<file path="src/rtl/snake_key_direction.sv">
// Board KEY conditioning for the snake core: two-flop sync, per-key debounce,
// press-to-direction events with legality filtering, and an Avalon-MM event FIFO.
module snake_key_direction #(
  parameter int unsigned DEBOUNCE_CYCLES = 500000,
  parameter int unsigned FIFO_DEPTH      = 4,
  parameter int unsigned RESET_HEADING   = 1
) (
  input  logic        clk,
  input  logic        reset_n,
  input  logic [3:0]  key_n,
  input  logic [1:0]  avs_address,
  input  logic        avs_read,
  output logic [31:0] avs_readdata,
  input  logic        avs_write,
  input  logic [31:0] avs_writedata,
  output logic        irq
);

  localparam int unsigned CW = $clog2(DEBOUNCE_CYCLES);
  localparam int unsigned AW = (FIFO_DEPTH > 1) ? $clog2(FIFO_DEPTH) : 1;
  localparam logic [CW-1:0] CNT_LAST  = CW'(DEBOUNCE_CYCLES - 1);
  localparam logic [4:0]    DEPTH     = 5'(FIFO_DEPTH);
  localparam logic [1:0]    HEAD_INIT = 2'(RESET_HEADING);

  logic [3:0]    sync1, sync2, pressed_raw, deb, deb_q, press;
  logic [CW-1:0] cnt [4];

  logic [1:0]    mem [FIFO_DEPTH];
  logic [AW-1:0] wr_ptr, rd_ptr;
  logic [4:0]    count;
  logic          overflow, irq_en;
  logic [1:0]    heading;

  logic          has_cand, legal, empty, full;
  logic [1:0]    cand_dir;
  logic          pop, push, drop, flush, ctrl_wr, stat_wr;
  logic          unused_wd;

  assign pressed_raw = ~sync2;
  assign press       = deb & ~deb_q;
  assign empty       = (count == '0);
  assign full        = (count == DEPTH);
  assign irq         = irq_en && !empty;
  assign unused_wd   = ^{avs_writedata[31:10], avs_writedata[8:5]};

  // Lowest-index simultaneous press wins; the rest are discarded.
  always_comb begin
    has_cand = 1'b0;
    cand_dir = '0;
    for (int unsigned i = 0; i < 4; i++) begin
      if (press[i] && !has_cand) begin
        has_cand = 1'b1;
        cand_dir = 2'(i);
      end
    end
  end

  assign legal   = has_cand && (cand_dir != heading) && (cand_dir != (heading ^ 2'd2));
  assign ctrl_wr = avs_write && (avs_address == 2'd2);
  assign stat_wr = avs_write && (avs_address == 2'd1);
  assign flush   = ctrl_wr && avs_writedata[1];
  assign pop     = avs_read && (avs_address == 2'd0) && !empty;
  // A pop in the same cycle frees the slot, so a full FIFO still accepts the push.
  assign push    = legal && !flush && (!full || pop);
  assign drop    = legal && !flush && full && !pop;

  always_ff @(posedge clk) begin
    if (!reset_n) begin
      sync1 <= '0;
      sync2 <= '0;
      deb   <= '0;
      deb_q <= '0;
      for (int unsigned i = 0; i < 4; i++) cnt[i] <= '0;
    end else begin
      sync1 <= key_n;
      sync2 <= sync1;
      deb_q <= deb;
      for (int unsigned i = 0; i < 4; i++) begin
        if (pressed_raw[i] == deb[i]) begin
          cnt[i] <= '0;
        end else if (cnt[i] == CNT_LAST) begin
          deb[i] <= ~deb[i];
          cnt[i] <= '0;
        end else begin
          cnt[i] <= cnt[i] + 1'b1;
        end
      end
    end
  end

  always_ff @(posedge clk) begin
    if (reset_n && push) mem[wr_ptr] <= cand_dir;
  end

  always_ff @(posedge clk) begin
    if (!reset_n) begin
      wr_ptr   <= '0;
      rd_ptr   <= '0;
      count    <= '0;
      overflow <= 1'b0;
      irq_en   <= 1'b0;
      heading  <= HEAD_INIT;
    end else begin
      if (flush) begin
        wr_ptr   <= '0;
        rd_ptr   <= '0;
        count    <= '0;
        overflow <= 1'b0;
      end else begin
        if (push) wr_ptr <= wr_ptr + 1'b1;
        if (pop)  rd_ptr <= rd_ptr + 1'b1;
        count <= count + {4'b0, push} - {4'b0, pop};
        if (drop)
          overflow <= 1'b1;
        else if (stat_wr && avs_writedata[9])
          overflow <= 1'b0;
      end
      if (ctrl_wr) irq_en <= avs_writedata[0];
      if (push)
        heading <= cand_dir;
      else if (ctrl_wr && avs_writedata[4])
        heading <= avs_writedata[3:2];
    end
  end

  always_ff @(posedge clk) begin
    if (!reset_n) begin
      avs_readdata <= '0;
    end else if (avs_read) begin
      case (avs_address)
        2'd0:    avs_readdata <= empty ? '0 : {1'b1, 29'd0, mem[rd_ptr]};
        2'd1:    avs_readdata <= {18'd0, heading, full, empty, overflow, count, deb};
        2'd2:    avs_readdata <= {31'd0, irq_en};
        default: avs_readdata <= '0;
      endcase
    end
  end

endmodule
</file>
<file path="config.mk">
export PLATFORM = sky130hd
export DESIGN_NAME = snake_key_direction
export DESIGN_NICKNAME = d
export VERILOG_FILES = /design/src/rtl/snake_key_direction.sv
export SDC_FILE = /design/constraint.sdc
export NUM_CORES = 1
export LEC_CHECK = 0
export ABC_CLOCK_PERIOD_IN_PS = 6000
export CAP_MARGIN = 10
export CORE_ASPECT_RATIO = 0.6
export CORE_MARGIN = 1
export CORE_UTILIZATION = 41
export DETAILED_ROUTE_END_ITERATION = 10
export GPL_TIMING_DRIVEN = 0
export HOLD_SLACK_MARGIN = 0.02
export PLACE_DENSITY = 0.63
export RECOVER_POWER = 25
export SYNTH_ARGS = -nofsm -noshare
export SYNTH_HDL_FRONTEND = slang
export SYNTH_SLANG_ARGS = --single-unit
</file>
<file path="constraint.sdc">
create_clock -name clk -period 6 [get_ports clk]
set_input_delay 0.9 -clock clk [delete_from_list [all_inputs] [get_ports clk]]
set_output_delay 0.9 -clock clk [all_outputs]
set_load 0.03 [all_outputs]
</file>
Word level (Yosys, flattened, before mapping)
Memories as Yosys holds them, arrays and structs flattened. A register that Yosys moved wholly into a read port is not among the register bits.
Cells that the tools add are included.

storage, ports and cells
  ROM bits = 0
  input bits = 42
  memories kept = 2
  latch bits = 0
  register bits = 61
  memory bits (writable) = 84
  output and inout bits = 33

operators by class
  add/subtract/negate cells = 8
  order comparisons = 0
  reduce and logical (&&, ||, !) cells = 35
  shift operators = 0
  divide/modulo/power cells = 0
  multipliers = 0
  equality and inequality tests = 13
  multiplexer cells = 74
  bitwise operators = 25

memories
  memory  depth  bits a word  read ports  clocked after memory_dff  wr ports  RTL line  text
  cnt     4      19           4           0                         4         26        logic [CW-1:0] cnt [4];
  mem     4      2            1           1                         1         28        logic [1:0] mem [FIFO_DEPTH];

operators with widths
  operator               number
  $mux 19                12
  $pmux 32 s3            1
  $add 19x1->19 const B  4
  $eq 19x19->1 const B   4
  $mux 1                 54
  $mux 32                1
  $logic_and 1x1->1      18
  $mux 2                 6
  $or 1x1->1             12
  $not 1->1              10
  $not 4->4              2
  $reduce_and 2->1       4
  $logic_not 1->1        7
  $add 5x1->5            1
  $eq 5x3->1 const B     1
  $logic_not 5->1        1
  $sub 5x1->5            1
  $add 2x1->2 const B    2
  $and 4x4->4            1
  $eq 1x1->1             4
  $ne 2x2->1             2
  $reduce_bool 2->1      2
  $eq 2x1->1 const B     1
  $eq 2x2->1 const B     1
  other kinds (3)        3

Depth between registers and ports, before layout
Gate-level depths: netlist of the first run.

  depth after elaboration = 20
  mapped depth = 17
  depth with buffers taken out = 16

Worst setup path after synthesis of the first run
Ideal clock, no wire load.

  kind = in2reg
  start point = input avs_address[1]
  end point = register count[4]
  buffers on the path = 1
  arrival = 3.098 ns
  required time = 5.879 ns
  path slack = 2.780 ns
  library setup time = 0.121 ns
  stages = 14
  cells stage by stage = nor4b_4 -> o21a_4 -> and2_4 -> buf_6 -> inv_1 -> ha_1 -> inv_1 -> ha_1 -> fa_1 -> a21oi_1 -> nor2_1 -> nor2_1 -> xnor2_1 -> nor2_1

on the way
  word-level cells in the longest chain between the ends = 8
  elaborated cells on any way between the ends = 13

RTL lines
  what                            RTL line  text
  start: declaration              11        input logic [1:0] avs_address,
  $eq 2x2->1                      59        assign ctrl_wr = avs_write && (avs_address == 2'd2);
  $logic_and 1x1->1               59
  $logic_and 1x1->1               61        assign flush = ctrl_wr && avs_writedata[1];
  $logic_not 1->1                 64        assign push = legal && !flush && (!full || pop);
  $logic_and 1x1->1 (2 in a row)  64
  $add 5x1->5                     112       count <= count + {4'b0, push} - {4'b0, pop};
  $sub 5x1->5                     112
  end signal: assignment          112
  end: declaration                30        logic [4:0] count;

Parallel ways exist; a longest one is shown, timed or not.
A chain may end at the register's enable or synchronous reset.

Worst setup path after layout of the first run
  start point = input avs_read
  end point = register count[4]

on the way
  word-level cells in the longest chain between the ends = 6

RTL lines
  what                              RTL line  text
  start: declaration                12        input logic avs_read,
  $logic_and 1x1->1 * (2 in a row)  62        assign pop = avs_read && (avs_address == 2'd0) && !empty;
  via pop                           36        logic pop, push, drop, flush, ctrl_wr, stat_wr;
  $logic_or 1x1->1                  64
  $logic_and 1x1->1                 64
  $add 5x1->5                       112
  $sub 5x1->5 *                     112

The timed path passes the listed nets; every way through them passes the cells marked *.

==> flow_summary.json, run 1 <==
{
  "yosysSeqAreaShare_pct": 53.8,
  "setup_violations": 0,
  "p_int_uw": 1850,
  "cts_tree": "built",
  "cp-end-kind": "flop",
  "ios": 75,
  "yosysWarnings": 0,
  "place_inst": 925,
  "rsz0062_at_grt": "false",
  "wirelength_mm": 11.9,
  "synth_edf_count": 84,
  "drive_above_1_share_pct": 9.62,
  "antenna_found_initial": 0,
  "required_ps": 6290,
  "coreArea_mm2": 0.0148,
  "initial_core_util_pct": 43.1,
  "clk_latency_ps": 400,
  "min_period_ps": 3730,
  "synth_ff_type": "edfxtp_1",
  "diodes": 0,
  "power_frac_comb_pct": 13.3,
  "wl_per_cell_um": 12.4,
  "synthArstFlopShare_pct": 0,
  "clk_path_buf_depth": 2,
  "slew_headroom_pct": 46.6,
  "critPathLaunchType": "primary input",
  "register_area_mm2": 0.00344,
  "fp.dieW_um": 163,
  "yosys.area_share.simple_pct": 22.5,
  "worst_pin_slew_ps": 793,
  "worstSetupPathType": "primary input to flop",
  "synthesis.area_mm2": 0.00640,
  "ff2ff_setup_slack_ps": 2620,
  "drcViolationCount": 0,
  "power_density_mw_per_mm2": 312,
  "yosys.cell_types.count": 52,
  "vdd_drop_max_uv": 166,
  "hold_violations": 0,
  "track_usage_pct": 16.3,
  "cts.repair.resized": 0,
  "multi_input_area_mm2": 0.00303,
  "finalClockSkew_ps": 11.9,
  "rows": 34,
  "drt_iter0_markers": 255,
  "synth_top_area_share_pct": 39.4,
  "grt_pass1_vias": 4469,
  "die_h_um": 98.8,
  "cp.arrival_ps": 4020,
  "n_fill_cell": 1336,
  "synth_area_leaders": "edfxtp_1 39%, dfxtp_1 14%, nor2_1 6.3%, xor2_1 5.7%, xnor2_1 4.8%",
  "status": "completed",
  "synth-seq-cells": 130,
  "syn_inst": 605,
  "area.growth.synth_to_final_pct": 23.8,
  "yosysMostFrequentCell": "nor2_1",
  "grt_max_degree": 17,
  "fin_crit_sh_pct": 62.2,
  "portBuffers": 31,
  "layout.nets": 803,
  "pre_cts_slack_ps": 1860,
  "cp_max_fo": 9,
  "clock_power_share_pct": 42.9,
  "die_area_mm2": 0.0161,
  "grt_overflow": 0,
  "cts_inserted_buffers": 17,
  "muxShareOfSynthArea_pct": 1.74,
  "postSynthAreaPerCell_um2": 10.6,
  "cts.hold.buffers_added": 0,
  "synth_common_cells": "107 x nor2_1, 84 x edfxtp_1, 46 x dfxtp_1, 42 x nand2_1, 42 x xor2_1",
  "leakagePower_uw": 0.00309,
  "gp_congestion": 0.822,
  "synthAdderAreaFrac_pct": 3.05,
  "netSwitchingPower_uw": 624,
  "post_cts_buffers": 0,
  "timing.setup.tns_ps": 0,
  "path_clk_slew_ps": 60,
  "grt_pass1_wl_mm": 20.7,
  "drtAntennaViolNets": 0,
  "max_freq_ghz": 0.268,
  "synth_xor_area_share_pct": 10.5,
  "pwr-share-seq_pct": 43.8,
  "finalWorstSetupSlack_ps": 2270,
  "hold_ws_ps": 432,
  "h-tree-depth": 4,
  "maxSlewViolCount": 0,
  "root_buffer": "clkbuf_16",
  "finalPower_uw": 2480,
  "finish.cell_count_without_fillers": 957,
  "hold_path.class": "flop to flop",
  "via_count": 4427,
  "avgViaCountPerCell": 4.63,
  "dr.pass1.iters": 4,
  "max_cap_viol_count": 0,
  "yosys.area.top_type": "edfxtp_1",
  "synth-compound-area-share_pct": 4.06,
  "hpwl_mm": 8.90,
  "cts.sinks": 130,
  "synth_top_family_by_area": "simple AND/OR/NAND/NOR gates",
  "swShare_pct": 25.2
}
## per-stage QoR
step,util [%],instance area (um2)
6_report,53.4,7930
4_1_cts,53.4,7930
3_5_place_dp,49.2,7300
2_1_floorplan,-,6740
3_3_place_gp,49.2,7300
5_1_grt,53.4,7930
## worst max-delay path: stages
cell and delay [ps]:
clkdlybuf4s50_1 640, nor4b_4 510, o21a_4 240, and2_4 140, buf_6 130, inv_1 50, ha_1 260, inv_1 40
ha_1 190, fa_1 410, a21oi_1 150, nor2_1 60, nor2_1 120, xnor2_1 130, nor2_1 50
## final timing paths
path              cells past startpoint        to     start
setup / recovery                     15  count[4]  avs_read
hold / removal                        1  sync2[1]  sync1[1]
setup reg to reg                     17  count[4]  count[2]
hold reg to reg                       1  sync2[1]  sync1[1]
## layout make-up
type	count	area share (%)
flip-flops and latches	130	43.4
clock inverters	10	1.10
clock buffers	22	6.80
plain buffers	31	2.43
repair buffers	31	3.91
well taps	198	3.13
multi-input cells	515	38.2
inverters	20	0.947
## routing by layer
metal	part of all wire [%]	vias to the layer above	global-route usage, %
met3	4.9	8	4.04
li1	-	2281	-
met1	52	2062	23.1
met2	42	76	24.6
met4	0.58	0	4.67
met5	0	-	0
## power by group through the flow
stage	logic, uW	clock network, uW	registers, uW
after global placement	322	0	1100
final	329	1060	1080
after floorplan	252	0	1090
after detailed placement	329	0	1100
after global routing	373	1120	1090
after CTS	332	1090	1080
## cells by family (layout without fill, tap and decap cells)
| group | Yosys count | in the layout |
|---|---|---|
| AND/OR/NAND/NOR | 287 | 287 |
| flip-flops | 130 | 130 |
| XOR/XNOR | 77 | 77 |
| multiplexers | 8 | 8 |
| other | 2 | 93 |
| buffers and inverters | 51 | 114 |
| adder cells (fa/ha/maj) | 15 | 15 |
| AO/OA/AOI/OAI | 35 | 35 |
## layout by cell type (no fill, tap or decap), types with 13 or more instances in the layout
cell type | Yosys | final
clkbuf_16 | 0 | 21
nor2_1 | 107 | 107
ha_1 | 14 | 14
and3_1 | 13 | 13
nand4_1 | 19 | 19
nand3_1 | 38 | 38
xnor2_1 | 35 | 35
conb_1 | 2 | 93
dfxtp_1 | 46 | 46
clkdlybuf4s50_1 | 0 | 30
nand2_1 | 42 | 42
inv_1 | 20 | 20
xor2_1 | 42 | 42
buf_4 | 17 | 17
and2_1 | 16 | 15
edfxtp_1 | 84 | 84
## registers in the layout, indices dropped and copies added, names as in the netlist, named ones only
| register | flops |
|---|---|
| heading | 2 |
| count | 5 |
| overflow | 1 |
| sync2 | 4 |
| deb | 4 |
| sync1 | 4 |
| cnt | 76 |
| wr_ptr | 2 |
| mem | 8 |
| rd_ptr | 2 |
| irq_en | 1 |
| deb_q | 4 |
| avs_readdata | 15 |
Power figures use the tool's default switching activity.
==> run 2: changes to the inputs <==
--- a/config.mk
+++ b/config.mk
@@ -5,7 +5,7 @@
 export SDC_FILE = /design/constraint.sdc
 export NUM_CORES = 1
 export LEC_CHECK = 0
-export ABC_CLOCK_PERIOD_IN_PS = 6000
+export ABC_CLOCK_PERIOD_IN_PS = 3150
 export CAP_MARGIN = 10
 export CORE_ASPECT_RATIO = 0.6
 export CORE_MARGIN = 1
@@ -13,7 +13,7 @@
 export DETAILED_ROUTE_END_ITERATION = 10
 export GPL_TIMING_DRIVEN = 0
 export HOLD_SLACK_MARGIN = 0.02
-export PLACE_DENSITY = 0.63
+export PLACE_DENSITY = 0.65
 export RECOVER_POWER = 25
 export SYNTH_ARGS = -nofsm -noshare
 export SYNTH_HDL_FRONTEND = slang
==> constraint.sdc (replaced) <==
create_clock -name clk -period 3.15 [get_ports clk]
set_input_delay 0.4725 -clock clk [delete_from_list [all_inputs] [get_ports clk]]
set_output_delay 0.4725 -clock clk [all_outputs]
set_load 0.03 [all_outputs]
==> flow_summary.json, run 2 (synthesized netlist as in run 1, its figures left out) <==
{
  "min_period_ps": 2930,
  "slowest_delay_ps": 370,
  "die_area_mm2": 0.0161,
  "portBuffers": 31,
  "grt_overflow": 0,
  "finalPower_uw": 4760,
  "fp.dieW_um": 163,
  "grt_pass1_wl_mm": 20.9,
  "cp_top_family": "adder cells",
  "cts_inserted_buffers": 17,
  "initial_core_util_pct": 43.1,
  "via_count": 4514,
  "maxSlewViolCount": 0,
  "final_area_mm2": 0.00795,
  "diodes": 0,
  "cp.arrival_ps": 3230,
  "area.growth.synth_to_final_pct": 24.2,
  "coreArea_mm2": 0.0148,
  "rows": 34,
  "largest-register": "cnt",
  "hpwl_mm": 9.07,
  "cts.sinks": 130,
  "grt_max_degree": 17,
  "power_density_mw_per_mm2": 598,
  "finish.cell_count_without_fillers": 962,
  "rsz0062_at_grt": "false",
  "max_freq_ghz": 0.341,
  "clk_latency_ps": 410,
  "drive_above_1_share_pct": 10.7,
  "hold_path.class": "flop to flop",
  "slowest_stage": "fa_2",
  "reg_top3": "cnt (76), avs_readdata (15), mem (8)",
  "wl_per_cell_um": 12.9,
  "post_dp_cell_area_mm2": 0.00730,
  "vdd_drop_max_uv": 332,
  "status": "completed",
  "final_common_cell": "nor2_1",
  "hold_violations": 0,
  "final_util_pct": 53.6,
  "grt_pass1_vias": 4378,
  "clk_path_buf_depth": 2,
  "path_clk_slew_ps": 60,
  "fin_crit_sh_pct": 93.1,
  "die_h_um": 98.8,
  "crit_buf_inv": 3,
  "track_usage_pct": 16.7,
  "root_buffer": "clkbuf_16",
  "drtAntennaViolNets": 0,
  "drt_iter0_markers": 296,
  "ios": 75,
  "avgViaCountPerCell": 4.69,
  "worst_pin_slew_ps": 688,
  "layout_common_cells": "107 x nor2_1, 93 x conb_1, 84 x edfxtp_1",
  "h-tree-depth": 4,
  "place_inst": 925,
  "worstSetupPathType": "flop to flop",
  "max_cap_viol_count": 0,
  "drcViolationCount": 0,
  "largest_reg_flops": 76,
  "finalWorstSetupSlack_ps": 216,
  "cp_max_fo": 5,
  "required_ps": 3440,
  "leakagePower_uw": 0.00308,
  "layout.nets": 808,
  "n_fill_cell": 1334,
  "dr.pass1.iters": 4,
  "cp-end-kind": "flop",
  "cts_tree": "built",
  "setup_violations": 0,
  "wirelength_mm": 12.4,
  "slew_headroom_pct": 53.7,
  "finalClockSkew_ps": 9.44,
  "worstPathCellList": "inv_1 -> ha_1 -> nor4b_4 -> nor4b_4 -> o21a_4 -> and2_4 -> inv_1 -> ha_1 -> inv_1 -> ha_2 -> fa_2 -> a21oi_2 -> nor2_1 -> nor2_1 -> xnor2_1 -> nor2_1",
  "gp_congestion": 0.823,
  "critPathLaunchType": "flop",
  "pre_cts_slack_ps": -599,
  "antenna_found_initial": 0
}
==> run 2: cell types whose count changed in the layout (fill, tap and decap cells not counted), sizes merged <==
cell,delta
and2,+1
clkbuf,-2
buf,+4
bufinv,+3
inv,-3
clkinvlp,+2
==> run 2: layer usage <==
| layer | track usage (%) | up-vias | share of wire [%] |
|---|---|---|---|
| met3 | 4.55 | 2 | 4.2 |
| met1 | 23.5 | 2139 | 51 |
| met5 | 0 | - | 0 |
| met2 | 24.8 | 78 | 45 |
| met4 | 5.32 | 0 | 0.072 |
| li1 | - | 2295 | - |
==> run 2: repair_timing <==
item                                    CTS  global route
endpoints found under the setup margin    1             1
pin swaps                                 2             6
buffers inserted                          1             4
gates cloned                              0             1
hold buffers                              0             0
resized for setup                         3             5
==> run 2: path summary, 6_finish.rpt <==
kind	depth (start not counted)	slack, ps	start	end
setup / recovery	16	220	count[2]	count[4]
hold / removal	1	430	sync1[0]	sync2[0]
setup reg to reg	16	220	count[2]	count[4]
hold reg to reg	1	430	sync1[0]	sync2[0]
==> run 2: report_power, final <==
part           switching (uW)  leakage [uW]  internal, uW
Combinational             356       0.00156           314
Sequential                122       0.00123          1950
Clock                     706      0.000291          1310
Total                    1180       0.00308          3570
==> run 2: per-stage QoR <==
step | hold slack, ps | TNS (ps)
5_1_grt | 463 | 0
6_report | 433 | 0
3_3_place_gp | 417 | -1210
3_5_place_dp | 417 | -1450
4_1_cts | 429 | 0
2_1_floorplan | 412 | 0
==> run 2: worst reg2reg max path: stages, from the launching register on <==
cell and delay, ps:
dfxtp_2 340, inv_1 60, ha_1 190, nor4b_4 160
nor4b_4 310, o21a_4 210, and2_4 170, inv_1 50
ha_1 260, inv_1 40, ha_2 180, fa_2 370
a21oi_2 120, nor2_1 50, nor2_1 120, xnor2_1 130
nor2_1 50
==> run 2: cell type report <==
| cell class | instances | area, um2 | area share (%) |
|---|---|---|---|
| Clock buffer | 20 | 437 | 5.49 |
| Timing Repair Buffer | 36 | 344 | 4.33 |
| Clock inverter | 12 | 164 | 2.06 |
| Buffer | 30 | 183 | 2.30 |
| Sequential cell | 130 | 3450 | 43.4 |
| Multi-Input combinational cell | 516 | 3060 | 38.4 |
| Tap cell | 198 | 248 | 3.11 |
| Inverter | 20 | 75.1 | 0.944 |
==> run 3: changes to the inputs <==
--- a/config.mk
+++ b/config.mk
@@ -9,11 +9,11 @@
 export CAP_MARGIN = 10
 export CORE_ASPECT_RATIO = 0.6
 export CORE_MARGIN = 1
-export CORE_UTILIZATION = 41
+export CORE_UTILIZATION = 49
 export DETAILED_ROUTE_END_ITERATION = 10
 export GPL_TIMING_DRIVEN = 0
 export HOLD_SLACK_MARGIN = 0.02
-export PLACE_DENSITY = 0.65
+export PLACE_DENSITY = 0.75
 export RECOVER_POWER = 25
 export SYNTH_ARGS = -nofsm -noshare
 export SYNTH_HDL_FRONTEND = slang
==> flow_summary.json, run 3 (synthesized netlist as in run 1, its figures left out) <==
{
  "finish.cell_count_without_fillers": 930,
  "met1_usage_pct": 28.1,
  "power_density_mw_per_mm2": 604,
  "min_period_ps": 2960,
  "avgViaCountPerCell": 4.89,
  "largest_reg_flops": 76,
  "coreArea_mm2": 0.0124,
  "grt_max_degree": 17,
  "grt_pass1_wl_mm": 21.9,
  "cp-end-kind": "flop",
  "cp.arrival_ps": 3260,
  "drt_iter0_markers": 218,
  "largest-register": "cnt",
  "track_usage_pct": 20.7,
  "vdd_drop_max_uv": 452,
  "setup.worst_path.end": "count[4]",
  "grt_overflow": 0,
  "hold_path.class": "flop to flop",
  "layout_common_cells": "107 x nor2_1, 93 x conb_1, 84 x edfxtp_1",
  "worstSetupPathType": "flop to flop",
  "die_area_mm2": 0.0135,
  "wl_per_cell_um": 13.6,
  "root_buffer": "clkbuf_16",
  "area.growth.synth_to_final_pct": 24.4,
  "slew_headroom_pct": 55.8,
  "r2r_start": "count[2]",
  "pwr-share-seq_pct": 43.0,
  "clk_latency_ps": 420,
  "h-tree-depth": 4,
  "r2r_cells": 16,
  "path_clk_slew_ps": 60,
  "max_cap_viol_count": 0,
  "required_ps": 3450,
  "drtAntennaViolNets": 0,
  "setup_violations": 0,
  "clock_power_share_pct": 42.7,
  "p_int_uw": 3590,
  "netSwitchingPower_uw": 1220,
  "max_freq_ghz": 0.338,
  "cp-startpoint": "count[2]",
  "reg_top3": "cnt (76), avs_readdata (15), mem (8)",
  "cts.hold.buffers_added": 0,
  "gp_congestion": 0.834,
  "power_frac_comb_pct": 14.3,
  "drive_above_1_share_pct": 11.8,
  "dr.pass1.iters": 5,
  "hpwl_mm": 9.05,
  "swShare_pct": 25.4,
  "antenna_found_initial": 0,
  "drcViolationCount": 0,
  "wirelength_mm": 12.6,
  "ff2ff_setup_slack_ps": 190,
  "status": "completed",
  "final_common_cell": "nor2_1",
  "use_met2_pct": 32.2,
  "r2r-end": "count[4]",
  "clk_path_buf_depth": 2,
  "diodes": 0,
  "maxSlewViolCount": 0,
  "fin_crit_sh_pct": 93.9,
  "layout.nets": 809,
  "worst_pin_slew_ps": 658,
  "initial_core_util_pct": 51.7,
  "critPathLaunchType": "flop",
  "grt_pass1_vias": 4603,
  "cts_inserted_buffers": 17,
  "finalPower_uw": 4810,
  "portBuffers": 31,
  "fp.dieW_um": 150,
  "leakagePower_uw": 0.00312,
  "grt.busiest_layer": "met2",
  "use_met3_pct": 4.75,
  "die_h_um": 90.5,
  "cp_max_fo": 7,
  "via_count": 4552,
  "place_inst": 892,
  "cts_tree": "built",
  "hold_violations": 0,
  "finalClockSkew_ps": 8.55,
  "rows": 31,
  "cts.sinks": 130,
  "ios": 75
}
-- run 3: cell types whose count changed in the layout (fill, tap and decap cells not counted), sizes merged --
| cell | change |
|---|---|
| buf | +3 |
| inv | +3 |
| bufinv | -3 |
| clkbuf | +2 |
| clkinv | -1 |
| and2 | -1 |
| clkinvlp | -2 |
-- run 3: per-layer routing --
| metal | up-vias | wire length, um |
|---|---|---|
| li1 | 2299 | - |
| met1 | 2123 | 6100 |
| met2 | 114 | 5700 |
| met3 | 16 | 636 |
| met4 | 0 | 188 |
| met5 | - | 0 |
-- run 3: timing repair --
action | in CTS | in global routing
pin swaps | 3 | 7
resized for setup | 4 | 5
endpoints found under the setup margin | 3 | 1
hold endpoints to repair | 0 | 0
setup buffers | 2 | 5
-- run 3: worst min-delay path by stage --
stage / startpoint / endpoint / slack [ps] / depth (start not counted)
6_report: sync1[0] / sync2[0] / 440 / 1
5_1_grt: sync1[1] / sync2[1] / 450 / 1
4_1_cts: sync1[0] / sync2[0] / 430 / 1
3_3_place_gp: sync1[0] / sync2[0] / 420 / 1
3_5_place_dp: sync1[1] / sync2[1] / 420 / 1
2_1_floorplan: sync1[0] / sync2[0] / 410 / 1
-- run 3: power groups by stage --
| stage | Combinational [uW] | Clock [uW] | Sequential [uW] |
|---|---|---|---|
| 2_1_floorplan | 479 | 0 | 2080 |
| 3_3_place_gp | 605 | 0 | 2090 |
| 3_5_place_dp | 625 | 0 | 2100 |
| 4_1_cts | 658 | 2080 | 2070 |
| 5_1_grt | 771 | 2160 | 2080 |
| 6_report | 689 | 2050 | 2070 |
-- run 3: critical path, cell delays in order (launching register included) --
cell	delay (ps)
dfxtp_2	340
inv_1	60
ha_1	200
nor4b_4	160
nor4b_4	300
o21a_4	190
and2_4	180
inv_2	50
ha_1	270
inv_1	50
ha_2	180
fa_2	370
a21oi_2	140
nor2_1	50
nor2_1	120
xnor2_1	120
nor2_1	50
-- run 3: through the flow --
step / TNS (ps) / hold WS [ps] / cell area (um2) / utilization (%) / setup WS, ps
6_report: 0 / 437 / 7960 / 64.3 / 191
2_1_floorplan: 0 / 412 / 6740 / - / 169
3_5_place_dp: -1650 / 420 / 7260 / 58.7 / -631
3_3_place_gp: -1170 / 421 / 7260 / 58.7 / -521
5_1_grt: -7.81 / 448 / 7960 / 64.3 / -7.81
4_1_cts: 0 / 435 / 7920 / 64.0 / 5.63
-- run 3: final cells by class --
type                       count  area, um2
timing repair buffer          38        363
sequential                   130       3450
fill                         974       4410
buffer                        30        183
inverter                      20       75.1
clock inverter                 9       83.8
multi-input combinational    515       3050
tap                          165        206
clock buffer                  23        553
==> RTL edit, RTL diff (flow settings as in run 2) <==
Add an input register stage for `key_n`, `avs_address`, `avs_read`, `avs_write` and `avs_writedata`; this delays them by one clock.
--- a/src/rtl/snake_key_direction.sv
+++ b/src/rtl/snake_key_direction.sv
@@ -23,4 +23,18 @@
   localparam logic [1:0]    HEAD_INIT = 2'(RESET_HEADING);
 
+  logic [3:0] key_n_q;
+  logic [1:0] avs_address_q;
+  logic avs_read_q;
+  logic avs_write_q;
+  logic [31:0] avs_writedata_q;
+
+  always_ff @(posedge clk) begin
+    key_n_q         <= key_n;
+    avs_address_q   <= avs_address;
+    avs_read_q      <= avs_read;
+    avs_write_q     <= avs_write;
+    avs_writedata_q <= avs_writedata;
+  end
+
   logic [3:0]    sync1, sync2, pressed_raw, deb, deb_q, press;
   logic [CW-1:0] cnt [4];
@@ -42,5 +56,5 @@
   assign full        = (count == DEPTH);
   assign irq         = irq_en && !empty;
-  assign unused_wd   = ^{avs_writedata[31:10], avs_writedata[8:5]};
+  assign unused_wd   = ^{avs_writedata_q[31:10], avs_writedata_q[8:5]};
 
   // Lowest-index simultaneous press wins; the rest are discarded.
@@ -57,8 +71,8 @@
 
   assign legal   = has_cand && (cand_dir != heading) && (cand_dir != (heading ^ 2'd2));
-  assign ctrl_wr = avs_write && (avs_address == 2'd2);
-  assign stat_wr = avs_write && (avs_address == 2'd1);
-  assign flush   = ctrl_wr && avs_writedata[1];
-  assign pop     = avs_read && (avs_address == 2'd0) && !empty;
+  assign ctrl_wr = avs_write_q && (avs_address_q == 2'd2);
+  assign stat_wr = avs_write_q && (avs_address_q == 2'd1);
+  assign flush   = ctrl_wr && avs_writedata_q[1];
+  assign pop     = avs_read_q && (avs_address_q == 2'd0) && !empty;
   // A pop in the same cycle frees the slot, so a full FIFO still accepts the push.
   assign push    = legal && !flush && (!full || pop);
@@ -73,5 +87,5 @@
       for (int unsigned i = 0; i < 4; i++) cnt[i] <= '0;
     end else begin
-      sync1 <= key_n;
+      sync1 <= key_n_q;
       sync2 <= sync1;
       deb_q <= deb;
@@ -113,12 +127,12 @@
         if (drop)
           overflow <= 1'b1;
-        else if (stat_wr && avs_writedata[9])
+        else if (stat_wr && avs_writedata_q[9])
           overflow <= 1'b0;
       end
-      if (ctrl_wr) irq_en <= avs_writedata[0];
+      if (ctrl_wr) irq_en <= avs_writedata_q[0];
       if (push)
         heading <= cand_dir;
-      else if (ctrl_wr && avs_writedata[4])
-        heading <= avs_writedata[3:2];
+      else if (ctrl_wr && avs_writedata_q[4])
+        heading <= avs_writedata_q[3:2];
     end
   end
@@ -127,6 +141,6 @@
     if (!reset_n) begin
       avs_readdata <= '0;
-    end else if (avs_read) begin
-      case (avs_address)
+    end else if (avs_read_q) begin
+      case (avs_address_q)
         2'd0:    avs_readdata <= empty ? '0 : {1'b1, 29'd0, mem[rd_ptr]};
         2'd1:    avs_readdata <= {18'd0, heading, full, empty, overflow, count, deb};
Behaviour: not the same (Yosys sat finds a counterexample within 4 cycles, from zero or initial values and one cycle with reset_n low).
==> RTL edit against run 2 <==
Die area rose by 4.7%; total power rose by 4.8%; design area rose by 4.4%; clock skew rose by 0.0027 ns; global-route usage fell by 0.46 points; setup slack got worse by 0.035 ns; area after synthesis rose by 4.8%; routed wire length rose by 2.1%; sequential cell count rose by 14; via count rose by 2.2%.
==> RTL edit: results (changes against run 2) <==
[status]
outcome=completed

[clock_network]
cts_buffers=17  ; unchanged
path_clk_slew_ns=0.07
clock_latency_ns=0.42
cts_htree_levels=4  ; unchanged
root_buffer=clkbuf_16
cts_buffer_depth=2  ; unchanged

[power]
ir_drop_v=0.000503  ; +51%
switching_power_mw=1.34  ; +13%
p_leak_nw=3.23  ; +4.9%

[grt]
grtUsageMet2_pct=24.3  ; -0.47 points
grt_pass1_wl_um=21300  ; +1.6%
met1_usage_pct=23.2  ; -0.33 points
grt_use_met3_pct=3.06  ; -1.5 points
grt_start_max_net_pins=17  ; unchanged
antenna_found_initial=0  ; unchanged
first_global_vias=4347  ; -0.71%
track_usage_pct=16.2  ; -0.46 points

[route]
drt_wl_total_um=12700  ; +2.1%
viasPerCell=4.70  ; +0.13%
post_drt_wl_per_cell_um=12.9  ; about the same
drt_iter0_markers=245  ; -17%
dr.pass1.iters=4  ; unchanged

[synthesis]
syn_inst=618  ; +2.1%
synth-edff-count=84  ; unchanged
ys.flop_type=edfxtp_1
yosysUniqueCellTypes=54  ; +3.8%
yosys-top-cells-count=nor2_1, edfxtp_1, dfxtp_1, xor2_1, nand2_1
synth_seq_area_share_pct=55.5  ; +1.7 points
synth_area_leaders=edfxtp_1, dfxtp_1, nor2_1, xor2_1, xnor2_1
synth-async-reset-ratio_pct=0  ; unchanged
ys_warn_count=0  ; unchanged

[timing]
slew_headroom_pct=52.9  ; -0.78 points
drv_slew=0  ; unchanged
fin_worst_skew_ns=0.0122  ; +0.00274 ns

[placed_design]
dp_worst_setup_slack_ns=-0.187  ; +0.412 ns
dpl.hpwl_um=9330  ; +2.9%
dp_cells=943  ; +1.9%
placed_area_um2=7610  ; +4.3%
place.gp.congestion=0.781  ; -5.2%
port_buffers=31  ; unchanged

[worst_setup_path]
crit_path_max_fanout=4  ; -1
worst-endpoint-arrival_ns=3.27  ; +0.04 ns

[finish]
nNetsFinal=823  ; +1.9%
insertedDiodeCount=0  ; unchanged
layout-drive-gt1-share_pct=11.7  ; +0.95 points
reg_top3=cnt x76, avs_readdata x15, mem x8
fillers=1387  ; +4.0%

[hold_path]
hp-class=register to register

-- RTL edit: through the flow --
| step | TNS [ns] | utilization [%] | hold slack, ns |
|---|---|---|---|
| 3_5_place_dp | -0.187 | 48.6 | 0.422 |
| 4_1_cts | 0 | 52.6 | 0.438 |
| 5_1_grt | 0 | 53.0 | 0.461 |
| 3_3_place_gp | -0.121 | 48.6 | 0.421 |
| 6_report | 0 | 53.0 | 0.436 |
| 2_1_floorplan | 0 | - | 0.412 |
-- RTL edit: cells by family after synthesis --
| group | count (synthesis) | synth area share [%] |
|---|---|---|
| AND/OR/NAND/NOR | 281 | 21.4 |
| buffers and inverters | 55 | 4.40 |
| flip-flops | 144 | 55.5 |
| other | 2 | 0.112 |
| XOR/XNOR | 77 | 10.1 |
| multiplexers | 9 | 1.81 |
| adder cells (fa/ha/maj) | 15 | 2.91 |
| AO/OA/AOI/OAI | 35 | 3.79 |
-- RTL edit: per-layer routing --
| layer | vias up | wire length (um) |
|---|---|---|
| met5 | - | 0 |
| met4 | 0 | 161 |
| met3 | 16 | 441 |
| met2 | 65 | 5500 |
| met1 | 2194 | 6570 |
| li1 | 2339 | - |
-- RTL edit: what timing repair did --
item | CTS | global route
pin swaps | 2 | 6
gates resized for setup | 1 | 6
endpoints found under the setup margin | 1 | 1
hold endpoints to repair | 0 | 0
setup buffers | 2 | 6
-- RTL edit: final timing paths --
path / from / end / slack (ns) / cells after the start
setup reg to reg: count[3]$_SDFF_PP0_ / count[4]$_SDFF_PP0_ / 0.18 / 16
hold / removal: key_n_q[0]$_DFF_P_ / sync1[0]$_SDFF_PN0_ / 0.44 / 1
setup / recovery: count[3]$_SDFF_PP0_ / count[4]$_SDFF_PP0_ / 0.18 / 16
hold reg to reg: key_n_q[0]$_DFF_P_ / sync1[0]$_SDFF_PN0_ / 0.44 / 1
-- RTL edit: area by class of cell --
type | instances | area share (%)
plain buffers | 32 | 2.43
clock buffers | 21 | 6.19
clock inverters | 11 | 1.30
inverters | 22 | 0.994
multi-input cells | 510 | 36.7
flip-flops and latches | 144 | 44.9
well taps | 203 | 3.06
repair buffers | 39 | 4.46
-- RTL edit: worst max-delay path, stage by stage (launching register included) --
cell	delay [ns]
dfxtp_2	0.35
inv_1	0.06
ha_1	0.18
nor4b_4	0.16
nor4b_4	0.35
o21a_4	0.19
and2_4	0.16
inv_1	0.05
ha_1	0.26
inv_1	0.04
ha_2	0.18
fa_2	0.38
a21oi_2	0.13
nor2_1	0.05
nor2_1	0.12
xnor2_1	0.13
nor2_1	0.05
-- RTL edit: power groups by stage --
stage	clock network [mW]	logic [mW]	registers (mW)
5_1_grt	2.20	0.749	2.27
2_1_floorplan	0	0.467	2.26
3_3_place_gp	0	0.592	2.28
4_1_cts	2.10	0.634	2.25
3_5_place_dp	0	0.615	2.29
6_report	2.07	0.675	2.25
